## config.mk

```make
export PLATFORM = sky130hd
export DESIGN_NAME = sao_deci_seq_flat
export DESIGN_NICKNAME = d
export VERILOG_FILES = /design/src/rtl/sao_deci_seq_if.sv /design/src/rtl/sao_deci_seq.sv /design/src/flat_wrapper.sv
export SDC_FILE = /design/constraint.sdc
export NUM_CORES = 1
export LEC_CHECK = 0
export CORE_ASPECT_RATIO = 1.1
export CORE_MARGIN = 2
export CORE_UTILIZATION = 30
export DETAILED_ROUTE_END_ITERATION = 7
export SLEW_MARGIN = 20
export SYNTH_ARGS = -nofsm -noshare
export SYNTH_HDL_FRONTEND = slang
export SYNTH_SLANG_ARGS = --single-unit
export TNS_END_PERCENT = 50
```

## constraint.sdc

```tcl
create_clock -name clk -period 1.53 [get_ports clk]
set_input_delay 0.2295 -clock clk [delete_from_list [all_inputs] [get_ports clk]]
set_output_delay 0.2295 -clock clk [all_outputs]
set_load 0.005 [all_outputs]
```

## src/rtl/sao_deci_seq_if.sv

```systemverilog
// Handshake and status bundle between the SAO decision sequencer and its
// statistics source, decision datapath and parameter writer.
interface sao_deci_seq_if #(
  parameter int unsigned CTB_ADDR_W = 7
);
  logic                  start;
  logic                  flush;
  logic [CTB_ADDR_W-1:0] ctb_x;
  logic [CTB_ADDR_W-1:0] ctb_y;
  logic                  left_bnd;
  logic                  up_bnd;
  logic                  stat_vld;
  logic                  stall;
  logic                  stat_ack;
  logic [5:0]            cnt;
  logic [1:0]            cIdx;
  logic                  en_o;
  logic                  isWorking_deci;
  logic                  isLeftMergeAvail;
  logic                  isUpperMergeAvail;
  logic                  busy;
  logic                  done;

  modport master (
    output start, flush, ctb_x, ctb_y, left_bnd, up_bnd, stat_vld, stall,
    input  stat_ack, cnt, cIdx, en_o, isWorking_deci, isLeftMergeAvail,
           isUpperMergeAvail, busy, done
  );

  modport slave (
    input  start, flush, ctb_x, ctb_y, left_bnd, up_bnd, stat_vld, stall,
    output stat_ack, cnt, cIdx, en_o, isWorking_deci, isLeftMergeAvail,
           isUpperMergeAvail, busy, done
  );
endinterface

```

## src/rtl/sao_deci_seq.sv

```systemverilog
// Per-CTB SAO decision sequencer: walks cIdx 0..2, and for each component waits
// for statistics then sweeps the phase counter 0..CNT_LAST.
module sao_deci_seq #(
  parameter int unsigned CNT_LAST = 35
) (
  input logic           clk,
  input logic           arst,
  sao_deci_seq_if.slave bus
);

  typedef enum logic [1:0] {IDLE, WAIT_STAT, RUN, DONE} state_t;

  state_t     state, state_nxt;
  logic [5:0] cnt;
  logic [1:0] cidx;
  logic       left_ok, up_ok, busy_q, done_q, working_q;
  logic       at_last;

  assign at_last = (cnt == 6'(CNT_LAST));

  always_ff @(posedge clk or posedge arst) begin
    if (arst) state <= IDLE;
    else      state <= state_nxt;
  end

  always_comb begin
    state_nxt = state;
    if (bus.flush) begin
      state_nxt = IDLE;
    end else begin
      case (state)
        IDLE:      if (bus.start)    state_nxt = WAIT_STAT;
        WAIT_STAT: if (bus.stat_vld) state_nxt = RUN;
        RUN:       if (!bus.stall && at_last)
                     state_nxt = (cidx == 2'd2) ? DONE : WAIT_STAT;
        DONE:      state_nxt = IDLE;
        default:   state_nxt = IDLE;
      endcase
    end
  end

  always_comb begin
    bus.en_o     = (state == RUN) && !bus.stall && !bus.flush;
    bus.stat_ack = (state == WAIT_STAT) && bus.stat_vld && !bus.flush;
  end

  // Status outputs are registered from the next state so they line up with it.
  always_ff @(posedge clk or posedge arst) begin
    if (arst) begin
      cnt       <= '0;
      cidx      <= '0;
      left_ok   <= 1'b0;
      up_ok     <= 1'b0;
      busy_q    <= 1'b0;
      done_q    <= 1'b0;
      working_q <= 1'b0;
    end else begin
      busy_q    <= (state_nxt != IDLE);
      done_q    <= (state_nxt == DONE);
      working_q <= (state_nxt == RUN);
      if (bus.flush) begin
        cnt     <= '0;
        cidx    <= '0;
        left_ok <= 1'b0;
        up_ok   <= 1'b0;
      end else begin
        case (state)
          IDLE: if (bus.start) begin
            cnt     <= '0;
            cidx    <= '0;
            left_ok <= (bus.ctb_x != '0) && !bus.left_bnd;
            up_ok   <= (bus.ctb_y != '0) && !bus.up_bnd;
          end
          RUN: if (!bus.stall) begin
            if (at_last) begin
              if (cidx != 2'd2) begin
                cidx <= cidx + 2'd1;
                cnt  <= '0;
              end
            end else begin
              cnt <= cnt + 6'd1;
            end
          end
          DONE: begin
            cnt  <= '0;
            cidx <= '0;
          end
          default: ;
        endcase
      end
    end
  end

  assign bus.cnt               = cnt;
  assign bus.cIdx              = cidx;
  assign bus.isLeftMergeAvail  = left_ok;
  assign bus.isUpperMergeAvail = up_ok;
  assign bus.busy              = busy_q;
  assign bus.done              = done_q;
  assign bus.isWorking_deci    = working_q;

endmodule

```

## src/flat_wrapper.sv

```systemverilog
// flat-port wrapper written by rule: the top's interface ports become plain ports
module sao_deci_seq_flat 
#(
  parameter int unsigned CNT_LAST = 35
)
  (clk, arst, bus_start, bus_flush, bus_ctb_x, bus_ctb_y, bus_left_bnd, bus_up_bnd, bus_stat_vld, bus_stall, bus_stat_ack, bus_cnt, bus_cIdx, bus_en_o, bus_isWorking_deci, bus_isLeftMergeAvail, bus_isUpperMergeAvail, bus_busy, bus_done);
  sao_deci_seq_if #(.CTB_ADDR_W(7)) bus_i ();
  input logic clk;
  input logic arst;
  input wire logic [$bits(bus_i.start)-1:0] bus_start;
  input wire logic [$bits(bus_i.flush)-1:0] bus_flush;
  input wire logic [$bits(bus_i.ctb_x)-1:0] bus_ctb_x;
  input wire logic [$bits(bus_i.ctb_y)-1:0] bus_ctb_y;
  input wire logic [$bits(bus_i.left_bnd)-1:0] bus_left_bnd;
  input wire logic [$bits(bus_i.up_bnd)-1:0] bus_up_bnd;
  input wire logic [$bits(bus_i.stat_vld)-1:0] bus_stat_vld;
  input wire logic [$bits(bus_i.stall)-1:0] bus_stall;
  output wire logic [$bits(bus_i.stat_ack)-1:0] bus_stat_ack;
  output wire logic [$bits(bus_i.cnt)-1:0] bus_cnt;
  output wire logic [$bits(bus_i.cIdx)-1:0] bus_cIdx;
  output wire logic [$bits(bus_i.en_o)-1:0] bus_en_o;
  output wire logic [$bits(bus_i.isWorking_deci)-1:0] bus_isWorking_deci;
  output wire logic [$bits(bus_i.isLeftMergeAvail)-1:0] bus_isLeftMergeAvail;
  output wire logic [$bits(bus_i.isUpperMergeAvail)-1:0] bus_isUpperMergeAvail;
  output wire logic [$bits(bus_i.busy)-1:0] bus_busy;
  output wire logic [$bits(bus_i.done)-1:0] bus_done;
  assign bus_i.start = bus_start;
  assign bus_i.flush = bus_flush;
  assign bus_i.ctb_x = bus_ctb_x;
  assign bus_i.ctb_y = bus_ctb_y;
  assign bus_i.left_bnd = bus_left_bnd;
  assign bus_i.up_bnd = bus_up_bnd;
  assign bus_i.stat_vld = bus_stat_vld;
  assign bus_i.stall = bus_stall;
  assign bus_stat_ack = bus_i.stat_ack;
  assign bus_cnt = bus_i.cnt;
  assign bus_cIdx = bus_i.cIdx;
  assign bus_en_o = bus_i.en_o;
  assign bus_isWorking_deci = bus_i.isWorking_deci;
  assign bus_isLeftMergeAvail = bus_i.isLeftMergeAvail;
  assign bus_isUpperMergeAvail = bus_i.isUpperMergeAvail;
  assign bus_busy = bus_i.busy;
  assign bus_done = bus_i.done;
  sao_deci_seq #(.CNT_LAST(CNT_LAST)) u_core (.clk(clk), .arst(arst), .bus(bus_i));
endmodule
```

After elaboration in Yosys (flattened, before gate mapping)
Index checks and enable logic that the tools add are counted.

word-level totals
  bits in registers = 15

operators by class
  add/sub/neg operators = 2
  equal/unequal tests = 13
  multiplexer cells = 24
  reductions and logical operators = 21

operators by type and width
  kind                 count
  $mux 6               5
  $mux 2               10
  $pmux 6 s3           1
  $reduce_bool 7->1    2
  $eq 2x2->1 const B   5
  $ne 3x3->1 const B   3
  $pmux 2 s4           1
  $logic_and 1x1->1    7
  $add 6x1->6 const B  1
  $eq 6x6->1 const B   1
  $mux 1               6
  $pmux 2 s3           1
  $reduce_bool 2->1    3
  $reduce_and 5->1     1
  $logic_not 1->1      4
  $ne 4x4->1 const B   1
  $reduce_and 4->1     1
  $reduce_bool 4->1    1
  $ne 3x2->1 const B   1
  $add 2x1->2 const B  1
  $eq 2x1->1 const B   1
  $logic_not 2->1      1
  $ne 2x2->1 const B   1
  $reduce_and 2->1     1

Longest topological paths before layout
Gate-level depths: netlist of run 1.

  depth in word-level cells = 6
  gate-level depth with buffers = 6
  mapped depth without buffers = 6

Least setup slack after synthesis of run 1
No wires, ideal clock.

  path type = flip-flop to flip-flop
  start = register u_core.cnt[0] (netlist: u_core.bus.cnt[0])
  end = register u_core.done_q (netlist: u_core.bus.done)
  library setup time = 0.120 ns
  arrival time = 1.536 ns
  required time = 1.410 ns
  path slack = -0.126 ns
  stages on the path, launching flop included = 6
  buffers on the path = 0
  clock period less this slack = 1.656 ns
  cells stage by stage = dfrtp_1 > ha_1 > nor2b_4 > nand3_2 > or4_1 > and3_1

on the way
  longest elaborated chain between the ends = 6

RTL lines
  element                 line                source
  start, declared         sao_deci_seq.sv:14  logic [5:0] cnt;
  start signal, assigned  sao_deci_seq.sv:81  cnt <= cnt + 6'd1;
  $eq 6x6->1              sao_deci_seq.sv:19  assign at_last = (cnt == 6'(CNT_LAST));
  $logic_and 1x1->1       sao_deci_seq.sv:34  RUN: if (!bus.stall && at_last)
  $mux 2                  sao_deci_seq.sv:34
  $pmux 2 s4              sao_deci_seq.sv:31  case (state)
  $mux 2                  sao_deci_seq.sv:28  if (bus.flush) begin
  $eq 2x2->1              sao_deci_seq.sv:59  done_q <= (state_nxt == DONE);
  end signal, assigned    sao_deci_seq.sv:59
  end, declared           sao_deci_seq.sv:16  logic left_ok, up_ok, busy_q, done_q, working_q;

Every way passes these cells.
A chain may end at the register's enable or synchronous reset.

Worst setup path after layout of run 1
  start = register u_core.state[0]
  end = output port bus_en_o

on the way
  longest elaborated chain between the ends = 3

RTL lines
  element                          line                source
  start, declared                  sao_deci_seq.sv:13  state_t state, state_nxt;
  start signal, assigned           sao_deci_seq.sv:23  else state <= state_nxt;
  $eq 2x2->1                       sao_deci_seq.sv:43  bus.en_o = (state == RUN) && !bus.stall && !bus.flush;
  $logic_and 1x1->1 (2 in series)  sao_deci_seq.sv:43
  end, declared                    flat_wrapper.sv:21  output wire logic [$bits(bus_i.en_o)-1:0] bus_en_o;

Every way passes these cells.

==> metrics.txt, run 1 <==
status finished, violations left; failing checks negative setup slack; clk_skew 0.00245 ns; clock slew at reported path FFs 0.09 ns; most frequent cells in the layout clkdlybuf4s50_1, buf_4, dfrtp_1; chip height 59.4 µm; Critical Path Start Type flip-flop; Switching Fraction 26.1%; met1 WL 995 µm; cts hold-fix bufs 0; reg2reg setup slack -0.01 ns; Gate power share 22.6%; slowest CP cell or4b_4; fraction of layout cells with a size suffix above 1 30.9%; slew margin rel. 76.7%; CP startpoint u_core.state[0]; metal2 WL 1.31 mm; Power Internal 0.000625 W; synthesized area 838 µm²; register area share after synthesis 44.8%; GR Overflow Total 0; f_max 0.627 GHz; WL/cell 13.6 µm; Total Routing Usage GR 17.5%; Design Power 0.000846 W; Worst Setup End Kind output pin; First-pass DRT Iterations 4; Worst VDD drop 0.000328 V; Post-synth EDFFs 0; RSZ-0062 raised after global routing true; antenna violations before repair 0; CTS Buf Count 3; Main synth FF type dfrtp_1; Setup CP Type reg2out; syn_nets 110; data required time of the critical path 1.30 ns; final core utilization 57.0%; number of primary I/O pins 37; fin crit share 104%; CTS sink count 15; Port Buf Inserts 36; slowest stage delay, CP 0.50 ns; GP Congestion 0.817; switching power total 0.000221 W; hold crit path type in2async; largest net degree at the start of global routing 16; commonest non-fill, non-tap cell in the layout clkdlybuf4s50_1; number of antenna cells inserted 0; critical-path cell list or4b_4 -> inv_2 -> buf_2; Register-to-Register Path Depth 4; Die ar. 3230 µm²; Crit Path Max Fanout 2; top-area cell type share of the netlist area 44.8%; routed wire length on met3 124 µm; nets@finish 174; cell taking the most area after synthesis dfrtp_1; Netlist cell types 36; clock power share 28.3%; CORE AREA 2700 µm²; max layer used met4; Post-DP HPWL 1.86 mm; final WL 2.48 mm; Synth Register Bits 15; Pleak 0.778 nW; Async SR Flop Fraction 100%; Setup WS pre-CTS -0.521 ns; Post-Syn Instances 86; Area contributors post-synth dfrtp_1, ha_1, o21ai_0, a21o_1, nor2_1; PD cells 549 nW/µm²; min cycle time layout 1.59 ns; number of hold violations in the final report 0; clk buf depth 2; drt via density 5.09; final setup violation count 2; area grow syn2layout 83.7%; CTS tree built; # rows 20; total of max-cap violations 0; Root Buffer clkbuf_4; Fillers 245; WP data arrival 1.37 ns; Initial Util 31.0%; vias in the first global route 916; Slew @ Worst Pin 0.346 ns; clk_lat worst skew 0.29 ns; sequential power share 49.1%; worst flop-to-flop path endpoint u_core.bus.cIdx[1]; worst r2r src u_core.state[0]; Die Span X 54.4 µm; Syn. warnings 0; DR DRC count 0; H-tree Lvls 1; Detailed Route Iter0 Violations 13; Detail Route Antenna Nets 0; Max Slew Vio Count 0; first-pass GRT wire length 4.07 mm; vias after detailed routing 926; worst setup margin -0.0648 ns; Synth Area per Inst 9.75 µm²
[state kept, by name, indices dropped and copies added, names as in the netlist]
name,count
u_core.bus.cnt,6
u_core.state,2
u_core.bus.isLeftMergeAvail,1
u_core.bus.cIdx,2
u_core.bus.isUpperMergeAvail,1
u_core.bus.isWorking_deci,1
u_core.bus.busy,1
u_core.bus.done,1
[worst max-delay path, delay by kind of cell (launching register included)]
| kind | cells | cell delay [ns] |
|---|---|---|
| and+or+nand+nor | 1 | 0.50 |
| buffers and inverters | 2 | 0.17 |
| DFF | 1 | 0.40 |
[cell usage after synthesis (2+ instances only)]
library cell  count
nand2b_1          3
nand3_1           4
nor4_1            2
dfrtp_1          15
o21ai_1           2
inv_1             5
o21bai_1          2
a32o_1            2
o21ai_0           5
nand2_1           5
nor2_1            6
or4_1             3
nor3_1            4
nor2b_1           2
and3_1            2
ha_1              2
a21o_1            3
[through the flow]
step	std cells	hold slack, ns	cell area, µm²	setup TNS (ns)
2_1_floorplan	86	0.131	848	-0.113
3_3_place_gp	175	0.461	1400	-3.98
6_report	182	0.232	1540	-0.0715
3_5_place_dp	175	0.477	1400	-4.30
4_1_cts	182	0.235	1480	-0.0978
5_1_grt	182	0.255	1540	-0.321
[timing repair]
| action | in CTS | in global routing |
|---|---|---|
| setup buffers | 5 | 0 |
| hold endpoints to repair | 0 | 0 |
| cloned | 0 | 0 |
| gates resized for setup | 21 | 15 |
| setup endpoints to repair | 14 | 15 |
| pin swaps | 6 | 6 |
[cell families (layout without fill, tap and decap cells)]
kind of cell	count (synthesis)	in the layout	share of synthesized area, %
adder cells (fa/ha/maj)	2	2	2.98
buffers and inverters	5	68	2.24
AO/OA/AOI/OAI	22	22	18.8
flip-flops	15	15	44.8
multiplexers	1	1	1.19
AND/OR/NAND/NOR	41	41	30.0
[area by class of cell]
type | instances | area, µm² | area share (%)
clock buffers | 4 | 26.3 | 1.71
well taps | 33 | 41.3 | 2.68
repair buffers | 59 | 542 | 35.2
inverters | 5 | 18.8 | 1.22
flip-flops and latches | 15 | 377 | 24.5
multi-input cells | 66 | 536 | 34.8
[layer usage]
metal	GRT usage, %	up-vias
li1	-	452
met1	22.3	440
met4	9.64	0
met3	1.77	4
met2	28.4	30
met5	0	-
[how the worst max path moves through the flow]
stage	cells after the start	end	slack (ns)
after floorplan	5	u_core.bus.done	-0.11
after global placement	4	bus_en_o	-0.51
after detailed placement	4	bus_en_o	-0.52
after CTS	3	bus_en_o	-0.09
after global routing	3	bus_en_o	-0.13
final	3	bus_en_o	-0.06
[power groups by stage]
stage / clock [W] / sequential (W) / combinational, W
after global routing: 0.000277 / 0.000416 / 0.000210
after CTS: 0.000248 / 0.000415 / 0.000181
after detailed placement: 0 / 0.000422 / 0.000172
after floorplan: 0 / 0.000426 / 0.0000499
final: 0.000239 / 0.000415 / 0.000192
after global placement: 0 / 0.000422 / 0.000169
(Power assumes the default switching activity.)
==> inputs of run 2 (changes only) <==
- ABC_AREA: default -> 0
- REMOVE_ABC_BUFFERS: default -> 1
- SKIP_LAST_GASP: default -> 1
==> run 2 against run 1 <==
The run still ends with negative setup slack left. Critical path depth stayed put. Design area is 2.3% higher. Global-route usage is 0.29 points lower. Register-to-register slack hardly changed. Clock power is 5% lower. Critical endpoint unchanged. Highest routed layer unchanged.
==> metrics.txt, run 2 (synthesis results as in run 1) <==
Initial Util 31.0% (unchanged); commonest non-fill, non-tap cell in the layout clkdlybuf4s50_1 (unchanged); WL/cell 12.6 µm (was 13.6 µm); H-tree Lvls 1 (unchanged); CTS sink count 15 (unchanged); largest net degree at the start of global routing 16 (unchanged); clk_skew 0.00432 ns (was 0.00245 ns); final setup violation count 3 (was 2); Worst VDD drop 0.000384 V (was 0.000328 V); RSZ-0062 raised after global routing true (unchanged); Max Slew Vio Count 0 (unchanged); antenna violations before repair 0 (unchanged); Die ar. 3230 µm² (unchanged); data required time of the critical path 1.30 ns (about the same); clock slew at reported path FFs 0.09 ns (about the same); slew margin rel. 74.2% (was 76.7%); status finished, violations left (unchanged); number of hold violations in the final report 0 (unchanged); Crit Path Max Fanout 3 (was 2); placed cell areas 1420 µm² (was 1400 µm²); Post-DP HPWL 1.88 mm (was 1.86 mm); Setup CP Type reg2out (unchanged); clk buf depth 2 (unchanged); CTS tree built (unchanged); failing checks negative setup slack (unchanged); drt via density 4.95 (was 5.09); CP startpoint u_core.state[0] (unchanged); fin crit share 103% (was 104%); Slew @ Worst Pin 0.383 ns (was 0.346 ns); worst r2r src u_core.bus.cnt[0] (was u_core.state[0]); Critical Path Start Type flip-flop (unchanged); CTS Buf Count 3 (unchanged); final WL 2.39 mm (was 2.48 mm); DR DRC count 0 (unchanged); First-pass DRT Iterations 4 (unchanged); total of max-cap violations 0 (unchanged); nets@finish 181 (was 174); vias after detailed routing 935 (was 926); WP data arrival 1.35 ns (was 1.37 ns); Setup WS pre-CTS -0.523 ns (was -0.521 ns); Design Power 0.000849 W (was 0.000846 W); CORE AREA 2700 µm² (unchanged); area grow syn2layout 87.9% (was 83.7%); Worst Setup End Kind output pin (unchanged); max reg flops 6 (unchanged); Detail Route Antenna Nets 0 (unchanged); chip height 59.4 µm (unchanged); Root Buffer clkbuf_4 (unchanged); post-route cell area 1580 µm² (was 1540 µm²); clk_lat worst skew 0.28 ns (was 0.29 ns); # rows 20 (unchanged); hold crit path type in2async (unchanged); vias in the first global route 986 (was 916); worst setup margin -0.0498 ns (was -0.0648 ns); number of primary I/O pins 37 (unchanged); number of antenna cells inserted 0 (unchanged); setup TNS -0.0666 ns (was -0.0715 ns); first-pass GRT wire length 4.11 mm (was 4.07 mm); Pleak 0.750 nW (was 0.778 nW); f_max 0.633 GHz (was 0.627 GHz); GR Overflow Total 0 (unchanged); PD cells 539 nW/µm² (was 549 nW/µm²); Total Routing Usage GR 17.2% (was 17.5%); most frequent cells in the layout clkdlybuf4s50_1, buf_4, dfrtp_1 (unchanged); WHS 0.243 ns (was 0.232 ns); Port Buf Inserts 36 (unchanged); Die Span X 54.4 µm (unchanged); min cycle time layout 1.58 ns (was 1.59 ns); GP Congestion 0.810 (was 0.817); fraction of layout cells with a size suffix above 1 32.7% (was 30.9%); Most flops, register u_core.bus.cnt (unchanged); Detailed Route Iter0 Violations 15 (was 13)
run 2: changes by cell type in the layout (fill, tap and decap cells not counted), moves of 2 or more:
cell	delta
inv_2	-2
dlymetal6s2s_1	-3
dlygate4sd2_1	-2
clkdlybuf4s50_1	+5
buf_4	+8
ha_1	+2
run 2: final cells by class:
class,count,area [µm²]
clock buffer,4,26.3
fill,246,1130
inverter,5,21.3
multi-input combinational,66,513
sequential,15,375
tap,33,41.3
timing repair buffer,66,598
run 2: per-stage QoR:
step,util (%),cells
floorplan,-,86
global placement,52.5,179
detailed placement,52.5,179
CTS,56.7,187
global route,58.3,189
finish,58.3,189
run 2: metal layers:
metal	wire, µm	global-route usage, %
met4	17	4.29
met3	76	2.27
met5	0	0
met2	1330	32.5
met1	962	19.7
run 2: final timing paths:
check	slack (ns)	endpoint	cells after the start
worst max-delay path	-0.05	bus_en_o	3
worst min-delay path	0.24	u_core.bus.busy	3
worst max register to register	-0.01	u_core.bus.done	5
worst min register to register	0.49	u_core.bus.isUpperMergeAvail	1
max in group asynchronous	1.10	u_core.bus.cnt[1]	3
min in group clk	0.44	u_core.bus.busy	3
run 2: where the power goes:
group / switching (W) / total (W) / internal (W)
clock: 0.000127 / 0.000228 / 0.000101
sequential: 0.00000544 / 0.000414 / 0.000409
combinational: 0.0000798 / 0.000206 / 0.000127
run 2: what timing repair did:
action,in CTS,in global routing
hold endpoints to repair,0,0
setup endpoints to repair,13,19
hold buffers,0,0
setup buffers,4,3
pin swaps,4,3
resized for setup,21,8
run 2: worst max-delay path, cell delays in order (launching register included):
cell and delay (ns):
dfrtp_1 0.39, or4b_4 0.51, inv_4 0.08, buf_6 0.09
